**src/rtl/wtf_audio_pkg.sv**
```systemverilog
// Shared types and default constants for the audio chain (FIR, decimator/FIFO, FFT).
package wtf_audio_pkg;

  localparam int SAMPLE_W           = 16;
  localparam int DECIM_DEFAULT      = 4;
  localparam int FIFO_DEPTH_DEFAULT = 16;

  typedef logic signed [SAMPLE_W-1:0] sample_t;

endpackage

```
**src/rtl/sync_fifo.sv**
```systemverilog
// Synchronous FIFO with a registered head output, separate occupancy counter and drop indication.
module sync_fifo #(
  parameter int WIDTH = 16,
  parameter int DEPTH = 16
) (
  input  logic                     clk,
  input  logic                     rst_n,
  input  logic                     push,
  input  logic [WIDTH-1:0]         din,
  input  logic                     pop,
  output logic                     valid,
  output logic [WIDTH-1:0]         head,
  output logic [$clog2(DEPTH):0]   count,
  output logic                     full,
  output logic                     drop
);

  localparam int PTR_W = $clog2(DEPTH);
  localparam logic [PTR_W:0] CNT_MAX = (PTR_W+1)'(DEPTH);
  localparam logic [PTR_W:0] CNT_ONE = (PTR_W+1)'(1);

  logic [WIDTH-1:0] mem [DEPTH];
  logic [PTR_W-1:0] wr_ptr;
  logic [PTR_W-1:0] rd_ptr;
  logic [PTR_W-1:0] rd_next;
  logic             do_push;
  logic             do_pop;

  assign valid   = (count != '0);
  assign full    = (count == CNT_MAX);
  assign do_pop  = pop && valid;
  // A pop frees the slot on the same edge, so a full FIFO can still accept.
  assign do_push = push && (!full || do_pop);
  assign drop    = push && !do_push;
  assign rd_next = rd_ptr + PTR_W'(1);

  always_ff @(posedge clk) begin
    if (do_push) mem[wr_ptr] <= din;
  end

  always_ff @(posedge clk) begin
    if (!rst_n) begin
      wr_ptr <= '0;
      rd_ptr <= '0;
      count  <= '0;
      head   <= '0;
    end else begin
      if (do_push) wr_ptr <= wr_ptr + PTR_W'(1);
      if (do_pop)  rd_ptr <= rd_next;
      count <= count + (PTR_W+1)'(do_push) - (PTR_W+1)'(do_pop);
      // Head register: refill from memory on pop, or bypass din when the
      // incoming sample becomes the new head.
      if (do_pop) begin
        if (count == CNT_ONE) begin
          if (do_push) head <= din;
        end else begin
          head <= mem[rd_next];
        end
      end else if (do_push && !valid) begin
        head <= din;
      end
    end
  end

endmodule

```
**src/rtl/fir_decim_fifo.sv**
```systemverilog
// Keeps every DECIM-th FIR output sample and buffers it for a valid/ready consumer.
module fir_decim_fifo
  import wtf_audio_pkg::*;
#(
  parameter int DECIM = DECIM_DEFAULT,
  parameter int DEPTH = FIFO_DEPTH_DEFAULT
) (
  input  logic                   clk,
  input  logic                   rst_n,
  input  logic                   valid_in,
  input  logic signed [15:0]     data_in,
  input  logic                   phase_reset,
  input  logic                   clear_ovf,
  output logic                   out_valid,
  input  logic                   out_ready,
  output logic signed [15:0]     out_data,
  output logic [$clog2(DEPTH):0] count,
  output logic                   full,
  output logic                   overflow
);

  localparam int PHASE_W = (DECIM > 1) ? $clog2(DECIM) : 1;
  localparam logic [PHASE_W-1:0] PHASE_LAST    = PHASE_W'(DECIM - 1);
  localparam logic [PHASE_W-1:0] PHASE_RESTART = (DECIM == 1) ? '0 : PHASE_W'(1);

  logic [PHASE_W-1:0] phase;
  logic               keep;
  logic               drop;
  logic [15:0]        head;

  // A phase_reset sample counts as phase 0 regardless of the counter.
  assign keep     = valid_in && (phase_reset || (phase == '0));
  assign out_data = head;

  always_ff @(posedge clk) begin
    if (!rst_n) begin
      phase <= '0;
    end else if (valid_in) begin
      if (phase_reset)              phase <= PHASE_RESTART;
      else if (phase == PHASE_LAST) phase <= '0;
      else                          phase <= phase + PHASE_W'(1);
    end else if (phase_reset) begin
      phase <= '0;
    end
  end

  // Set wins over clear when both happen on the same edge.
  always_ff @(posedge clk) begin
    if (!rst_n)         overflow <= 1'b0;
    else if (drop)      overflow <= 1'b1;
    else if (clear_ovf) overflow <= 1'b0;
  end

  sync_fifo #(
    .WIDTH (SAMPLE_W),
    .DEPTH (DEPTH)
  ) u_fifo (
    .clk   (clk),
    .rst_n (rst_n),
    .push  (keep),
    .din   (data_in),
    .pop   (out_ready),
    .valid (out_valid),
    .head  (head),
    .count (count),
    .full  (full),
    .drop  (drop)
  );

endmodule

```
**config.mk**
```make
export PLATFORM = sky130hd
export DESIGN_NAME = fir_decim_fifo
export DESIGN_NICKNAME = d
export VERILOG_FILES = /design/src/rtl/wtf_audio_pkg.sv /design/src/rtl/sync_fifo.sv /design/src/rtl/fir_decim_fifo.sv
export SDC_FILE = /design/constraint.sdc
export NUM_CORES = 1
export LEC_CHECK = 0
export BUFFER_PORTS_ARGS = -buffer_cell sky130_fd_sc_hd__buf_2
export CAP_MARGIN = 20
export CORE_MARGIN = 2
export CORE_UTILIZATION = 55
export CTS_CLUSTER_DIAMETER = 40
export DETAILED_ROUTE_END_ITERATION = 7
export GPL_TIMING_DRIVEN = 0
export PLACE_DENSITY = 0.75
export SETUP_SLACK_MARGIN = 0.05
export SYNTH_ARGS = -nofsm -noshare
export SYNTH_HDL_FRONTEND = slang
export SYNTH_SLANG_ARGS = --single-unit
```
**constraint.sdc**
```tcl
create_clock -name clk -period 2.5 [get_ports clk]
set_input_delay 0.375 -clock clk [delete_from_list [all_inputs] [get_ports clk]]
set_output_delay 0.375 -clock clk [all_outputs]
set_load 0.1 [all_outputs]
```
======== Word level (Yosys, flattened, before mapping) ========
Memories as Yosys holds them, arrays and structs flattened.
Index checks and enable logic that the tools add are counted.
word-level totals
  register bits ........................... 32
  RAM bits ................................ 256
  logic and storage cells ................. 44
  memories kept ........................... 1
operators by class
  $add $sub $neg .......................... 5
  eq/ne operators ......................... 4
  multiplexer cells ....................... 12
  reductions and logical operators ........ 16
memories
  name        words  width  read ports  clocked after memory_dff  write ports  line             source
  u_fifo.mem  16     16     1           0                         1            sync_fifo.sv:22  logic [WIDTH-1:0] mem [DEPTH];
operator list
  cell                                                              count
  16-bit two-way mux                                                4
  4-bit by 1-bit adder with 4-bit output (second input constant)    2
  2-bit two-way mux                                                 4
  2-bit nonzero test                                                3
  5-bit by 1-bit adder with 5-bit output                            1
  5-bit by 1-bit == test with 1-bit output (second input constant)  1
  5-bit == test (second input constant)                             1
  1-bit logical AND                                                 5
  5-bit nonzero test                                                1
  5-bit by 1-bit subtractor with 5-bit output                       1
  1-bit two-way mux                                                 4
  1-bit logical NOT                                                 3
  3-bit by 2-bit != test with 1-bit output (second input constant)  1
  2-bit by 1-bit adder with 2-bit output (second input constant)    1
  2-bit == test (second input constant)                             1
  2-bit logical NOT                                                 1
  1-bit logical OR                                                  2
  2-bit AND reduction                                               1

======== Depth between registers and ports, before layout ========
  word-level depth ........................ 7
  gate-level depth with buffers ........... 11
  depth with buffers taken out ............ 11

======== Modules after synthesis ========
From an unflattened synthesis, not the netlist that was laid out.
second synthesis, totals
  cell total of the unflattened synthesis .. 632
  area, all modules ....................... 11,711.2 µm²
modules (own cells, without submodules)
  module          instances  cells an instance  area each (µm²)  seq. area each (µm²)
  sync_fifo       1          617                11,542.3         8,267.9
  fir_decim_fifo  1          15                 168.9            60.1

======== Worst setup path after synthesis ========
No wires, ideal clock.
  path kind ............................... reg-to-reg
  start ................................... reg u_fifo.count[2]
  end ..................................... mem u_fifo.mem[0][0] (enable)
  setup time .............................. 409 ps
  data arrival time ....................... 3,415 ps
  slack ................................... -1,324 ps
  cell stages (with the launch flop) ...... 7
  period minus slack after synthesis ...... 3,824 ps
  path through ............................ dfxtp_1 -> inv_1 -> ha_1 -> and4bb_2 -> a21boi_4 -> nand2_1 -> nor3_1
on the way
  cells in the longest elaborated chain, start to end .. 6
RTL lines
  element                                  line                  source
  start: declaration                       sync_fifo.sv:13       output logic [$clog2(DEPTH):0] count,
  start signal: assignment                 sync_fifo.sv:50       count <= count + (PTR_W+1)'(do_push) - (PTR_W+1)'(do_pop);
  5-bit == test                            sync_fifo.sv:30       assign full = (count == CNT_MAX);
  via full                                 fir_decim_fifo.sv:18  output logic full,
  1-bit logical NOT                        sync_fifo.sv:33       assign do_push = push && (!full || do_pop);
  1-bit logical OR                         sync_fifo.sv:33
  1-bit logical AND                        sync_fifo.sv:33
  via u_fifo.do_push                       sync_fifo.sv:26       logic do_push;
  1-bit two-way mux                        sync_fifo.sv:38       if (do_push) mem[wr_ptr] <= din;
  1-bit two-way mux (not written as such)  sync_fifo.sv:38
  end: declaration                         sync_fifo.sv:22
The timed path passes the listed nets, and every way through them passes these cells.

======== Worst setup path in the final report ========
  start ................................... reg phase[0]
  end ..................................... mem u_fifo.mem[15][4] (enable)
on the way
  cells in the longest elaborated chain, start to end .. 6
RTL lines
  element                                  line                  source
  start: declaration                       fir_decim_fifo.sv:26  logic [PHASE_W-1:0] phase;
  start signal: assignment                 fir_decim_fifo.sv:41  else phase <= phase + PHASE_W'(1);
  2-bit logical NOT                        fir_decim_fifo.sv:32  assign keep = valid_in && (phase_reset || (phase == '0));
  1-bit logical OR                         fir_decim_fifo.sv:32
  1-bit logical AND                        fir_decim_fifo.sv:32
  1-bit logical AND                        sync_fifo.sv:33
  via u_fifo.do_push                       sync_fifo.sv:26
  1-bit two-way mux                        sync_fifo.sv:38
  1-bit two-way mux (not written as such)  sync_fifo.sv:38
The timed path passes the listed nets, and every way through them passes these cells.

==> key figures <==
Clock network
  • CTS root buf: clkbuf_16
  • Clock Tree Buf Depth: 3
  • CTS H-tree lvls: 2
  • CTS tree: yes
  • CTS Sinks: 288
  • Clock-pin slew on the worst setup and hold paths: 60 ps
  • Total CTS buffers: 34
  • Worst skew pair latency: around 500 ps

Min path
  • Hold path depth: 2
  • HP Class: input pin to flip-flop

Pwr
  • Cell Pwr Density: approximately 1200 nW/um^2
  • Power consumption: 16200 uW
  • Max VDD drop: 0.000980 V
  • Leak: 0.00473 uW

STA
  • Final hold vios: 0
  • RSZ-0062 raised after global routing: no
  • Worst-case clock skew: 12.6 ps
  • Setup violators final: 0
  • Period minus WS final: 2380 ps
  • Final Max Slew Viols: 0
  • Pin slew with the least headroom to its limit: roughly 740 ps
  • Max Fclk: 420 MHz
  • Worst rel slew slack: 0.508
  • Setup ws final: 117 ps
  • Setup TNS: 0 ps
  • Fin crit share: 0.953

Floorplan
  • Die area: 22300 um^2
  • Height of the chip: between 100 and 150 um
  • Site Rows: 53
  • Io pins: 46
  • Die W: 149 um
  • CORE AREA: between 20000 and 25000 um^2
  • Effective utilization at floorplan: 0.556

Synthesis
  • Ys async rst share: 0
  • Simple-Gate Fraction of Synth Area: 0.0427
  • Post-Syn Instances: 694
  • Synth Warn #: 0
  • Mux contribution to synthesized area: 0.112
  • Xor and xnor area share after synthesis: 0.00904
  • Synth Area in Adders: 0.0146
  • Synth Area in Compound Gates: 0.0829
  • Syn nets: 729
  • Largest family of logic cells by synthesized area: multiplexers
  • Synth top area share: 0.662
  • Post-synth EDFFs: 256
  • Main area contributors after synthesis: edfxtp_1, mux2i_1, dfxtp_1, a22oi_1, a22oi_2
  • Mapped cell area: ~12000 um^2
  • Primary FF master, synth: edfxtp_1
  • Post-synth top area cell: edfxtp_1
  • Flop and latch count out of synthesis: 288
  • Post-synthesis sequential area ratio: 0.717
  • Post-synthesis average cell area: 16.7 um^2
  • Unique cell type count in the Yosys netlist: just over 40

Worst setup path
  • CP Capture Type: flip-flop
  • CP max stage cell: nor2_4
  • Worst EP arrival: ~2500 ps
  • Crit path max-delay family: simple AND/OR/NAND/NOR gates
  • Crit path max fanout: 16
  • R2R Path End: u_fifo.mem[15][4]
  • Critical path class: flip-flop to flip-flop
  • Worst Path Required: 2620 ps
  • CP endpoint: u_fifo.mem[15][4]
  • Flop-to-flop setup slack: 120 ps
  • CP startpoint: phase[0]
  • Crit-path max cell delay: 600 ps
  • Critical Path Start Type: flip-flop
  • Buf/Inv on CP: 1
  • Cells along the critical path: inv_1 > ha_1 > o21a_1 > a21boi_4 > nand2_2 > nor2_4
  • Levels on crit path: 6
  • R2R depth: 6
  • Reg-to-reg startpoint: phase[0]

Route
  • Number of vias per cell: 6.05
  • Pre-antenna DRT Iters: 5
  • DRC: 0
  • Initial DRC count: around 600
  • WL final: 25900 um
  • DRT antenna net count: 0
  • Avg WL per Cell: 23.8 um
  • Total number of vias: ~6600

Cells and area
  • Finished Core Util: 0.664
  • Area Growth Syn to Fin: 19.4%
  • Share of cells above drive strength 1: 0.259
  • Area of the multi-input gates: around 3200 um^2
  • Reg area: roughly 8300 um^2
  • # fillers: between 1000 and 1500
  • Final nets: just over 800
  • N_diodes: 0

Global route
  • Gr usage total: 0.234
  • Largest net degree at the start of global routing: 18
  • Initial antenna violation count: 0
  • Vias in the first global route: just under 7000
  • Overflow after GRT: 0
  • First-pass GRT wire length: 38500 um

Placed design
  • PortBufs: 45
  • Worst slack, placed: -216 ps
  • DPL Wire Length: between 15000 and 20000 um
  • GPL Wtd Cong: just under 0.9

Status
  • Status: finished, final reports clean

Job
  • MaxCap Viol Count: 0
kinds of logic (layout without fill, tap and decap cells):
logic type | after synthesis | after routing
flops | 288 | 288
xor+xnor | 12 | 12
buf+inv | 47 | 167
compound gates | 125 | 125
mux | 130 | 130
fa+ha+maj | 13 | 13
simple gates | 79 | 79
registers in the layout, summed over array words and instances (netlist names):
register       cells
u_fifo.count       5
u_fifo.mem       256
overflow           1
phase              2
u_fifo.rd_ptr      4
u_fifo.head       16
u_fifo.wr_ptr      4
repair_timing:
action                                  in CTS  in global routing
hold endpoints to repair                     0                  0
resized for setup                            1                  9
endpoints found under the setup margin     160                101
setup buffers                                8                  6
pin swaps                                    2                  6
hold buffers                                 0                  0
Yosys cell counts (8+ instances only):
cell type / instances
clkbuf_1: 8
a22oi_1: 48
dfxtp_1: 32
buf_2: 19
inv_1: 8
nor2_1: 19
a22oi_2: 16
a21oi_1: 35
ha_1: 12
nor3_2: 16
edfxtp_1: 256
and2_1: 12
mux2i_1: 130
o221ai_1: 16
layer usage:
metal  vias to the layer above  track usage  share of wire
met2                       304        0.392           0.50
met5                         -            0              0
met1                      3301        0.311           0.40
met4                         0       0.0852          0.031
met3                        59       0.0382          0.077
li1                       2925            -              -
stage by stage:
stage          instances  cell area [um^2]  hold slack, ps
2_1_floorplan        694             11800             451
3_3_place_gp        1014             12400             472
3_5_place_dp        1014             12400             493
4_1_cts             1083             13700            67.8
5_1_grt             1089             13900            91.2
6_report            1089             13900            77.1
how the worst min path moves through the flow:
stage | end | start | slack (ps)
4_1_cts | phase[1] | phase_reset | 70
3_5_place_dp | overflow | overflow | 490
6_report | phase[1] | phase_reset | 80
5_1_grt | phase[1] | phase_reset | 90
3_3_place_gp | overflow | overflow | 470
2_1_floorplan | phase[1] | phase_reset | 450
cell type report:
cell class,count,share of cell area
Tap cell,275,0.0248
Clock inverter,19,0.0205
Multi-Input combinational cell,359,0.233
Clock buffer,42,0.0688
Sequential cell,288,0.602
Timing Repair Buffer,59,0.0328
Inverter,8,0.00253
Buffer,39,0.0163
cells in the final DEF, fill, tap and decap left out, drive strengths merged, types with 8 or more instances in the layout:
| cell | n |
|---|---|
| edfxtp | 256 |
| mux2i | 130 |
| buf | 88 |
| a22oi | 64 |
| clkbuf | 52 |
| a21oi | 35 |
| dfxtp | 32 |
| nor3 | 21 |
| nor2 | 19 |
| o221ai | 16 |
| and2 | 12 |
| ha | 12 |
| inv | 10 |
| nand2 | 8 |
where the power goes:
group,leakage (uW),internal (uW),switching (uW)
registers,0.00258,5500,189
logic,0.00155,1740,3430
clock network,0.000595,3450,1860
worst reg2reg max path, cell delays in order (launching register included):
cell	delay, ps
dfxtp_1	320
inv_1	70
ha_1	140
o21a_1	200
a21boi_4	400
nand2_2	260
nor2_4	600
Power figures use the tool's default switching activity.
